File: src/rtl/regfile_pkg.sv
// regfile_pkg: shared register-file widths, zero-register address and the
// write-queue entry type.
`default_nettype none

package regfile_pkg;

    localparam int REG_ADDR_W = 5;
    localparam int REG_DATA_W = 64;

    localparam logic [REG_ADDR_W-1:0] XZR_ADDR = 5'd31;

    typedef struct packed {
        logic [REG_ADDR_W-1:0] addr;
        logic [REG_DATA_W-1:0] data;
    } wq_entry_t;

endpackage

`default_nettype wire

File: src/rtl/wq_fwd_lookup.sv
// wq_fwd_lookup: youngest-first match of one read address against the
// write-queue entries, for read-after-write forwarding.
`default_nettype none

module wq_fwd_lookup
    import regfile_pkg::*;
#(
    parameter int DEPTH  = 4,
    parameter int ADDR_W = REG_ADDR_W,
    parameter int DATA_W = REG_DATA_W,
    parameter int PTR_W  = $clog2(DEPTH)
) (
    input  logic [DEPTH-1:0][ADDR_W-1:0] entry_addr_i,
    input  logic [DEPTH-1:0][DATA_W-1:0] entry_data_i,
    input  logic [DEPTH-1:0]             valid_i,
    input  logic [PTR_W-1:0]             tail_i,
    input  logic [ADDR_W-1:0]            rd_addr_i,
    output logic                         hit_o,
    output logic [DATA_W-1:0]            data_o
);

    // Walk oldest to youngest (tail-DEPTH .. tail-1) so the last match seen,
    // which is the youngest, is the one left on the outputs.
    always_comb begin
        logic [PTR_W-1:0] v_idx;
        v_idx  = '0;
        hit_o  = 1'b0;
        data_o = '0;
        for (int k = DEPTH; k >= 1; k--) begin
            v_idx = tail_i - PTR_W'(k);
            if (valid_i[v_idx] && (entry_addr_i[v_idx] == rd_addr_i)) begin
                hit_o  = 1'b1;
                data_o = entry_data_i[v_idx];
            end
        end
    end

endmodule

`default_nettype wire

File: src/rtl/regfile_write_queue.sv
// regfile_write_queue: in-order write-back FIFO in front of the 32x64 register
// file with RAW forwarding on both read ports. Option: REGFILE_XZR_DISCARD_EN.
`default_nettype none

module regfile_write_queue
    import regfile_pkg::*;
#(
    parameter int DEPTH  = 4,
    parameter int DATA_W = REG_DATA_W,
    parameter int ADDR_W = REG_ADDR_W
) (
    input  logic                     clock,
    input  logic                     reset,
    input  logic                     in_valid,
    output logic                     in_ready,
    input  logic [ADDR_W-1:0]        in_addr,
    input  logic [DATA_W-1:0]        in_data,
    input  logic                     rf_hold,
    output logic                     W,
    output logic [ADDR_W-1:0]        DA,
    output logic [DATA_W-1:0]        D,
    input  logic [ADDR_W-1:0]        SA,
    input  logic [ADDR_W-1:0]        SB,
    output logic                     fwd_a_hit,
    output logic [DATA_W-1:0]        fwd_a_data,
    output logic                     fwd_b_hit,
    output logic [DATA_W-1:0]        fwd_b_data,
    output logic [$clog2(DEPTH):0]   count
);

    localparam int PTR_W = $clog2(DEPTH);
    localparam int CNT_W = PTR_W + 1;
    localparam logic [CNT_W-1:0] FULL_CNT = CNT_W'(DEPTH);

    logic [PTR_W-1:0]              head_q, head_d;
    logic [PTR_W-1:0]              tail_q, tail_d;
    logic [CNT_W-1:0]              count_q, count_d;
    logic [DEPTH-1:0]              valid_q, valid_d;
    logic [DEPTH-1:0][ADDR_W-1:0]  addr_q;
    logic [DEPTH-1:0][DATA_W-1:0]  data_q;

    logic w_in_ready;
    logic w_accept;
    logic w_push;
    logic w_pop;
    logic w_nonempty;
    logic w_a_hit;
    logic w_b_hit;
    logic [DATA_W-1:0] w_a_data;
    logic [DATA_W-1:0] w_b_data;

    assign w_nonempty = (count_q != '0);
    assign w_in_ready = (count_q != FULL_CNT);
    assign w_accept   = in_valid && w_in_ready;
    assign w_pop      = w_nonempty && !rf_hold;

`ifdef REGFILE_XZR_DISCARD_EN
    // Writes to the zero register are acknowledged but never stored.
    assign w_push = w_accept && (in_addr != ADDR_W'(XZR_ADDR));
`else
    assign w_push = w_accept;
`endif

    always_comb begin
        head_d  = head_q;
        tail_d  = tail_q;
        count_d = count_q;
        valid_d = valid_q;
        if (w_pop) begin
            head_d          = head_q + 1'b1;
            valid_d[head_q] = 1'b0;
        end
        if (w_push) begin
            tail_d          = tail_q + 1'b1;
            valid_d[tail_q] = 1'b1;
        end
        case ({w_push, w_pop})
            2'b10:   count_d = count_q + 1'b1;
            2'b01:   count_d = count_q - 1'b1;
            default: count_d = count_q;
        endcase
    end

    always_ff @(posedge clock or negedge reset) begin
        if (!reset) begin
            head_q  <= '0;
            tail_q  <= '0;
            count_q <= '0;
            valid_q <= '0;
        end else begin
            head_q  <= head_d;
            tail_q  <= tail_d;
            count_q <= count_d;
            valid_q <= valid_d;
        end
    end

    // Payload storage is qualified by valid_q, so it needs no reset.
    always_ff @(posedge clock) begin
        if (w_push) begin
            addr_q[tail_q] <= in_addr;
            data_q[tail_q] <= in_data;
        end
    end

    assign in_ready = w_in_ready;
    assign count    = count_q;
    assign W        = w_pop;
    assign DA       = w_nonempty ? addr_q[head_q] : '0;
    assign D        = w_nonempty ? data_q[head_q] : '0;

    wq_fwd_lookup #(
        .DEPTH  (DEPTH),
        .ADDR_W (ADDR_W),
        .DATA_W (DATA_W),
        .PTR_W  (PTR_W)
    ) u_fwd_a (
        .entry_addr_i (addr_q),
        .entry_data_i (data_q),
        .valid_i      (valid_q),
        .tail_i       (tail_q),
        .rd_addr_i    (SA),
        .hit_o        (w_a_hit),
        .data_o       (w_a_data)
    );

    wq_fwd_lookup #(
        .DEPTH  (DEPTH),
        .ADDR_W (ADDR_W),
        .DATA_W (DATA_W),
        .PTR_W  (PTR_W)
    ) u_fwd_b (
        .entry_addr_i (addr_q),
        .entry_data_i (data_q),
        .valid_i      (valid_q),
        .tail_i       (tail_q),
        .rd_addr_i    (SB),
        .hit_o        (w_b_hit),
        .data_o       (w_b_data)
    );

`ifdef REGFILE_XZR_DISCARD_EN
    logic w_sa_xzr;
    logic w_sb_xzr;
    assign w_sa_xzr   = (SA == ADDR_W'(XZR_ADDR));
    assign w_sb_xzr   = (SB == ADDR_W'(XZR_ADDR));
    assign fwd_a_hit  = w_a_hit && !w_sa_xzr;
    assign fwd_a_data = w_sa_xzr ? '0 : w_a_data;
    assign fwd_b_hit  = w_b_hit && !w_sb_xzr;
    assign fwd_b_data = w_sb_xzr ? '0 : w_b_data;
`else
    assign fwd_a_hit  = w_a_hit;
    assign fwd_a_data = w_a_data;
    assign fwd_b_hit  = w_b_hit;
    assign fwd_b_data = w_b_data;
`endif

endmodule

`default_nettype wire

File: config.mk
export PLATFORM = sky130hd
export DESIGN_NAME = regfile_write_queue
export DESIGN_NICKNAME = d
export VERILOG_FILES = /design/src/rtl/regfile_pkg.sv /design/src/rtl/wq_fwd_lookup.sv /design/src/rtl/regfile_write_queue.sv
export SDC_FILE = /design/constraint.sdc
export NUM_CORES = 1
export LEC_CHECK = 0
export CORE_MARGIN = 4
export CORE_UTILIZATION = 52
export CTS_CLUSTER_DIAMETER = 40
export DETAILED_ROUTE_END_ITERATION = 12
export PLACE_DENSITY = 0.79
export SLEW_MARGIN = 10
export SYNTH_ARGS = -nofsm -noshare
export SYNTH_HDL_FRONTEND = slang
export SYNTH_SLANG_ARGS = --single-unit
File: constraint.sdc
create_clock -name clock -period 5.2 [get_ports clock]
set_clock_uncertainty 0.1 [all_clocks]
set_input_delay 0.78 -clock clock [delete_from_list [all_inputs] [get_ports clock]]
set_output_delay 0.78 -clock clock [all_outputs]
set_load 0.05 [all_outputs]
# After elaboration in Yosys (flattened, before gate mapping)
# Index checks and enable logic that the tools add are counted.
[word_totals]
reg_bits = 287
latchBits = 0
ram_bits = 0
mem_bits_ro = 0
output_inout_bits = 204
n_memories = 0
[op_classes]
addsub = 7
multipliers = 0
div = 0
n_lt_le_gt_ge = 7
eq_ne = 11
shift = 0
n_mux = 59
n_bitwise = 3
n_reduce_logical = 15
[ops]
columns = ["cell", "count"]
rows = [
  ["64-bit 2-to-1 mux", 15],
  ["64-bit binary-select mux with 2-bit select", 5],
  ["256-bit bitwise mux", 1],
  ["64-bit demux with 2-bit select", 1],
  ["5-bit binary-select mux with 2-bit select", 5],
  ["5-bit equality test", 8],
  ["5-bit 2-to-1 mux", 7],
  ["20-bit bitwise mux", 1],
  ["2-bit by 3-bit less-than comparator with 1-bit output (second input constant)", 5],
  ["1-bit 2-to-1 mux", 14],
  ["1-bit logical AND", 12],
  ["5-bit demux with 2-bit select", 1],
  ["1-bit binary-select mux with 2-bit select", 4],
  ["4-bit 2-to-1 mux", 2],
  ["3-bit one-hot mux with 2 select lines", 1],
  ["2-bit by 1-bit adder with 2-bit output (second input constant)", 2],
  ["4-bit AND", 1],
  ["1-bit demux with 2-bit select", 2],
  ["2-bit by 1-bit greater-or-equal comparator with 1-bit output (second input constant)", 2],
  ["4-bit inverter", 1],
  ["4-bit OR", 1],
  ["2-bit subtractor (second input constant)", 2],
  ["3-bit by 1-bit adder with 3-bit output (second input constant)", 1],
  ["3-bit != test (second input constant)", 1],
  ["other kinds (7)", 7],
]

# Depth between registers and ports, before layout
[depth]
word_depth = 9
ltp_mapped = 19
mapped_depth_nobuf = 10

# By module
# From an unflattened synthesis, not the netlist that was laid out.
[hier_totals]
cells_unflattened = 3490
hier_area_um2 = 34469.3
[by_module_without_submodules]
columns = ["module", "instances", "cells_per_inst", "area_each_um2"]
rows = [
  ["wq_fwd_lookup", 2, 1497, 11701.2],
  ["regfile_write_queue", 1, 496, 11066.9],
]

# Least setup slack after synthesis
# Ideal clock, no wire load.
[synth_timing]
path_kind = "register -> output"
startpoint = "reg tail_q[0]"
endpoint = "out fwd_a_data[14]"
arrival_time_ps = 5256
required_ps = 4320
setup_slack_ps = -936
stages_incl_launch_ff = 18
n_path_buf = 9
path_cell_list = "dfrtp_1 buf_6 buf_2 buf_2 buf_2 buf_2 buf_2 inv_1 ha_1 buf_2 mux4_2 xor2_1 nor4_1 and3_1 buf_2 buf_2 a221oi_1 o31ai_1"
[synth_between]
elab_chain_len = 8
[synth_rtl]
columns = ["item", "line_no", "text"]
rows = [
  ["start, declared", "regfile_write_queue.sv:36", "logic [PTR_W-1:0] tail_q, tail_d;"],
  ["start signal, assigned", "regfile_write_queue.sv:92", "tail_q <= tail_d;"],
  ["2-bit subtractor or 5-bit binary-select mux with 2-bit select (tied branches)", "wq_fwd_lookup.sv:30, wq_fwd_lookup.sv:31", ""],
  ["5-bit binary-select mux with 2-bit select or 5-bit 2-to-1 mux (tied branches)", "wq_fwd_lookup.sv:31", "if (valid_i[v_idx] && (entry_addr_i[v_idx] == rd_addr_i)) begin"],
  ["5-bit 2-to-1 mux (not written as such) or 5-bit equality test (tied branches)", "wq_fwd_lookup.sv:31", ""],
  ["5-bit equality test or 1-bit logical AND (tied branches)", "wq_fwd_lookup.sv:31", ""],
  ["1-bit logical AND or 64-bit 2-to-1 mux (tied branches)", "wq_fwd_lookup.sv:31", ""],
  ["64-bit 2-to-1 mux (2 in series)", "wq_fwd_lookup.sv:31", ""],
  ["64-bit 2-to-1 mux (*)", "wq_fwd_lookup.sv:31", ""],
  ["end, declared", "regfile_write_queue.sv:25", "output logic [DATA_W-1:0] fwd_a_data,"],
]
# Every way passes the cells marked *; elsewhere a longest branch is shown, timed or not. The select of a mux whose other input is x is not followed.

# Worst setup path in the final report
[layout_timing]
startpoint = "reg tail_q[0]"
endpoint = "out fwd_b_data[51]"
[layout_between]
elab_chain_len = 8
[layout_rtl]
columns = ["item", "line_no", "text"]
rows = [
  ["2-bit subtractor or 5-bit binary-select mux with 2-bit select (tied branches)", "wq_fwd_lookup.sv:30, wq_fwd_lookup.sv:31", ""],
  ["5-bit binary-select mux with 2-bit select or 5-bit 2-to-1 mux (tied branches)", "wq_fwd_lookup.sv:31", ""],
  ["5-bit 2-to-1 mux (not written as such) or 5-bit equality test (tied branches)", "wq_fwd_lookup.sv:31", ""],
  ["5-bit equality test or 1-bit logical AND (tied branches)", "wq_fwd_lookup.sv:31", ""],
  ["1-bit logical AND or 64-bit 2-to-1 mux (tied branches)", "wq_fwd_lookup.sv:31", ""],
  ["64-bit 2-to-1 mux (2 in series)", "wq_fwd_lookup.sv:31", ""],
  ["64-bit 2-to-1 mux (*)", "wq_fwd_lookup.sv:31", ""],
  ["end, declared", "regfile_write_queue.sv:27", "output logic [DATA_W-1:0] fwd_b_data,"],
]
# Marked as above.

==> flow_summary.json <==
{
  "max_slew_margin": 0.307,
  "routed_wl_mm": 75.7,
  "grt_pass1_wl_mm": 112,
  "syn_to_final_growth_pct": 32.0,
  "core_area_sq_mm": 0.0419,
  "status": "finished clean",
  "cp.required_ns": 4.32,
  "antenna_found_initial": 6,
  "grt_overflow": 0,
  "yosysUniqueCellTypes": 51,
  "layout.nets": 2098,
  "cts_tree": "yes",
  "finalCritPeriodShare": 0.982,
  "grt_setup_unrepaired": "yes",
  "setup.worst_path.start_class": "flip-flop",
  "dieWidth_um": 214,
  "yosysWarnings": 0,
  "final_layout_size_suffix_gt1_frac": 0.338,
  "syn_area_per_cell_sq_um": 12.2,
  "vias": 19100,
  "root_buffer": "clkbuf_16",
  "htreeDepth": 2,
  "n_fill_cell": 2773,
  "grt_max_degree": 146,
  "mostFrequentLayoutCells": "edfxtp_1, mux4_2, clkdlybuf4s50_1, buf_12, nor2_1",
  "io_buffers": 286,
  "netlist_area_sq_mm": 0.0221,
  "io_pins": 287,
  "hpwl_mm": 45.4,
  "multi_input_area_sq_mm": 0.0136,
  "ys_seq_area_frac": 0.387,
  "wl_per_cell_um": 29.4,
  "place_ws_ns": 0.530,
  "postCtsHoldBufs": 0,
  "netlist_instances": 1814,
  "regArea_sq_mm": 0.00858,
  "path_max_fanout": 32,
  "path_class": "reg -> out",
  "worst_pin_slew_ns": 1.04,
  "crit_slowest_cell": "or2_4",
  "ant_nets": 0,
  "vias_per_cell": 7.41,
  "numCtsBuffers": 42,
  "layout_commonest_cell": "edfxtp_1",
  "drc": 0,
  "worst_setup_path_end_kind": "output port",
  "hold_class": "reg -> reg",
  "hold_ws_ns": 0.447,
  "gp_congestion": 0.893,
  "drt_iter0_markers": 2409,
  "grt_usage": 0.309,
  "max_freq_mhz": 196,
  "numClockSinks": 287,
  "dieArea_sq_mm": 0.0459,
  "reg2reg_depth": 6,
  "final_hold_viol_count": 0,
  "crit_chain": "inv_1, ha_4, mux4_2, xnor2_1, nand4_1, or2_4, a31oi_1, a211oi_4, buf_12",
  "ys.flop_type": "edfxtp_1",
  "clk_pin_slew_worst_paths_ns": 0.06,
  "firstDrtPassIters": 9,
  "fin_ws_ns": 0.0932,
  "finalSetupViolCount": 0,
  "slew_viol_final": 0,
  "finish.utilization": 0.696,
  "ys_ff_latch": 287,
  "die_h_um": 214,
  "clk_latency_ns": 0.56,
  "cap_viol_max_count": 0,
  "finalCriticalPeriod_ns": 5.11,
  "crit_arrival_ns": 4.23,
  "synth-async-reset-ratio": 0.0383,
  "synthesis.nets": 1907,
  "clockBufferDepth": 3,
  "rows": 75,
  "slowest_delay_ns": 0.65,
  "first_global_vias": 19000,
  "synth_edf_count": 276,
  "initial_core_util": 0.527,
  "whs_path_depth": 1
}
cell usage after synthesis (2+ instances only):
library cell	n	area, sq um
edfxtp_1	276	8290
mux4_2	218	4910
nor2_1	135	507
clkbuf_1	128	480
a211oi_1	112	841
nor2b_1	79	494
nand2_1	78	293
mux2i_1	74	741
a21oi_1	63	315
mux2_2	63	709
nor3b_1	63	473
and3_1	61	382
o21ai_0	58	290
a22o_1	57	499
a221o_1	56	561
a31oi_1	55	344
buf_2	51	255
xnor2_1	27	236
buf_1	20	75.1
xor2_1	17	149
a211oi_2	15	188
nor3_1	14	70.1
dfrtp_1	11	275
a221oi_1	9	78.8
a41oi_1	9	78.8
ha_1	9	113
inv_1	9	33.8
o31ai_1	8	60.1
a21o_1	4	30.0
buf_8	4	60.1
nand3_1	4	20.0
and2_1	3	18.8
nand4_1	3	18.8
buf_12	2	40.0
nor4_1	2	12.5
o31a_1	2	17.5
registers in the layout, summed over array words and instances, names as in the netlist:
signal / cells
head_q: 2
tail_q: 2
addr_q: 20
data_q: 256
valid_q: 4
count: 3
stage by stage:
| stage | TNS, ns | cells | instance area [sq um] |
|---|---|---|---|
| CTS | 0 | 2563 | 29000 |
| global route | -0.0222 | 2578 | 29200 |
| floorplan | 0 | 1814 | 23000 |
| finish | 0 | 2579 | 29200 |
| detailed placement | 0 | 2488 | 27600 |
| global placement | 0 | 2488 | 27600 |
logic make-up (layout without fill, tap and decap cells):
| family | Yosys count | after routing | share of synthesized area |
|---|---|---|---|
| compound gates | 453 | 453 | 0.152 |
| simple gates | 449 | 453 | 0.107 |
| mux | 355 | 355 | 0.288 |
| flops | 287 | 287 | 0.387 |
| buf+inv | 216 | 434 | 0.0434 |
| xor+xnor | 44 | 44 | 0.0174 |
| fa+ha+maj | 10 | 10 | 0.00600 |
| other cells | 0 | 4 | 0 |
critical path: cells and delay by family, from the launching register on:
kind | cells | cell delay (ns)
simple gates | 2 | 1.01
compound gates | 2 | 0.64
mux | 1 | 0.58
flops | 1 | 0.51
fa+ha+maj | 1 | 0.41
buf+inv | 2 | 0.32
xor+xnor | 1 | 0.15
per-layer routing:
metal	GRT usage	vias to the layer above	share of wire
met2	0.499	1592	0.47
li1	-	7725	-
met5	0	-	0.00046
met1	0.387	9403	0.34
met4	0.165	6	0.062
met3	0.0772	381	0.12
area by class of cell:
type	instances	share of cell area
multi-input cells	1315	0.467
diodes	4	0.000343
repair buffers	349	0.167
clock buffers	47	0.0377
flip-flops and latches	287	0.294
inverters	10	0.00137
well taps	539	0.0231
clock inverters	28	0.00999
path summary, 6_finish.rpt:
| path | slack (ns) | start | endpoint |
|---|---|---|---|
| worst min register to register | 0.45 | valid_q[2]$_DFF_PN0_ | valid_q[2]$_DFF_PN0_ |
| worst min-delay path | 0.45 | valid_q[2]$_DFF_PN0_ | valid_q[2]$_DFF_PN0_ |
| min in group asynchronous | 0.50 | reset | tail_q[0]$_DFFE_PN0P_ |
| worst max-delay path | 0.09 | tail_q[0]$_DFFE_PN0P_ | fwd_b_data[51] |
| worst max register to register | 1.23 | tail_q[1]$_DFFE_PN0P_ | data_q[107]$_DFFE_PP_ |
| max in group asynchronous | 4.07 | reset | head_q[0]$_DFFE_PN0N_ |
what timing repair did:
item / CTS / global route
gates resized for setup: 5 / 10
endpoints found under the setup margin: 32 / 87
setup buffers: 0 / 7
pin swaps: 0 / 4
cloned: 0 / 5
Power is not shown: default switching activity piles up to over one toggle a cycle in this logic, so the estimate is an artifact.
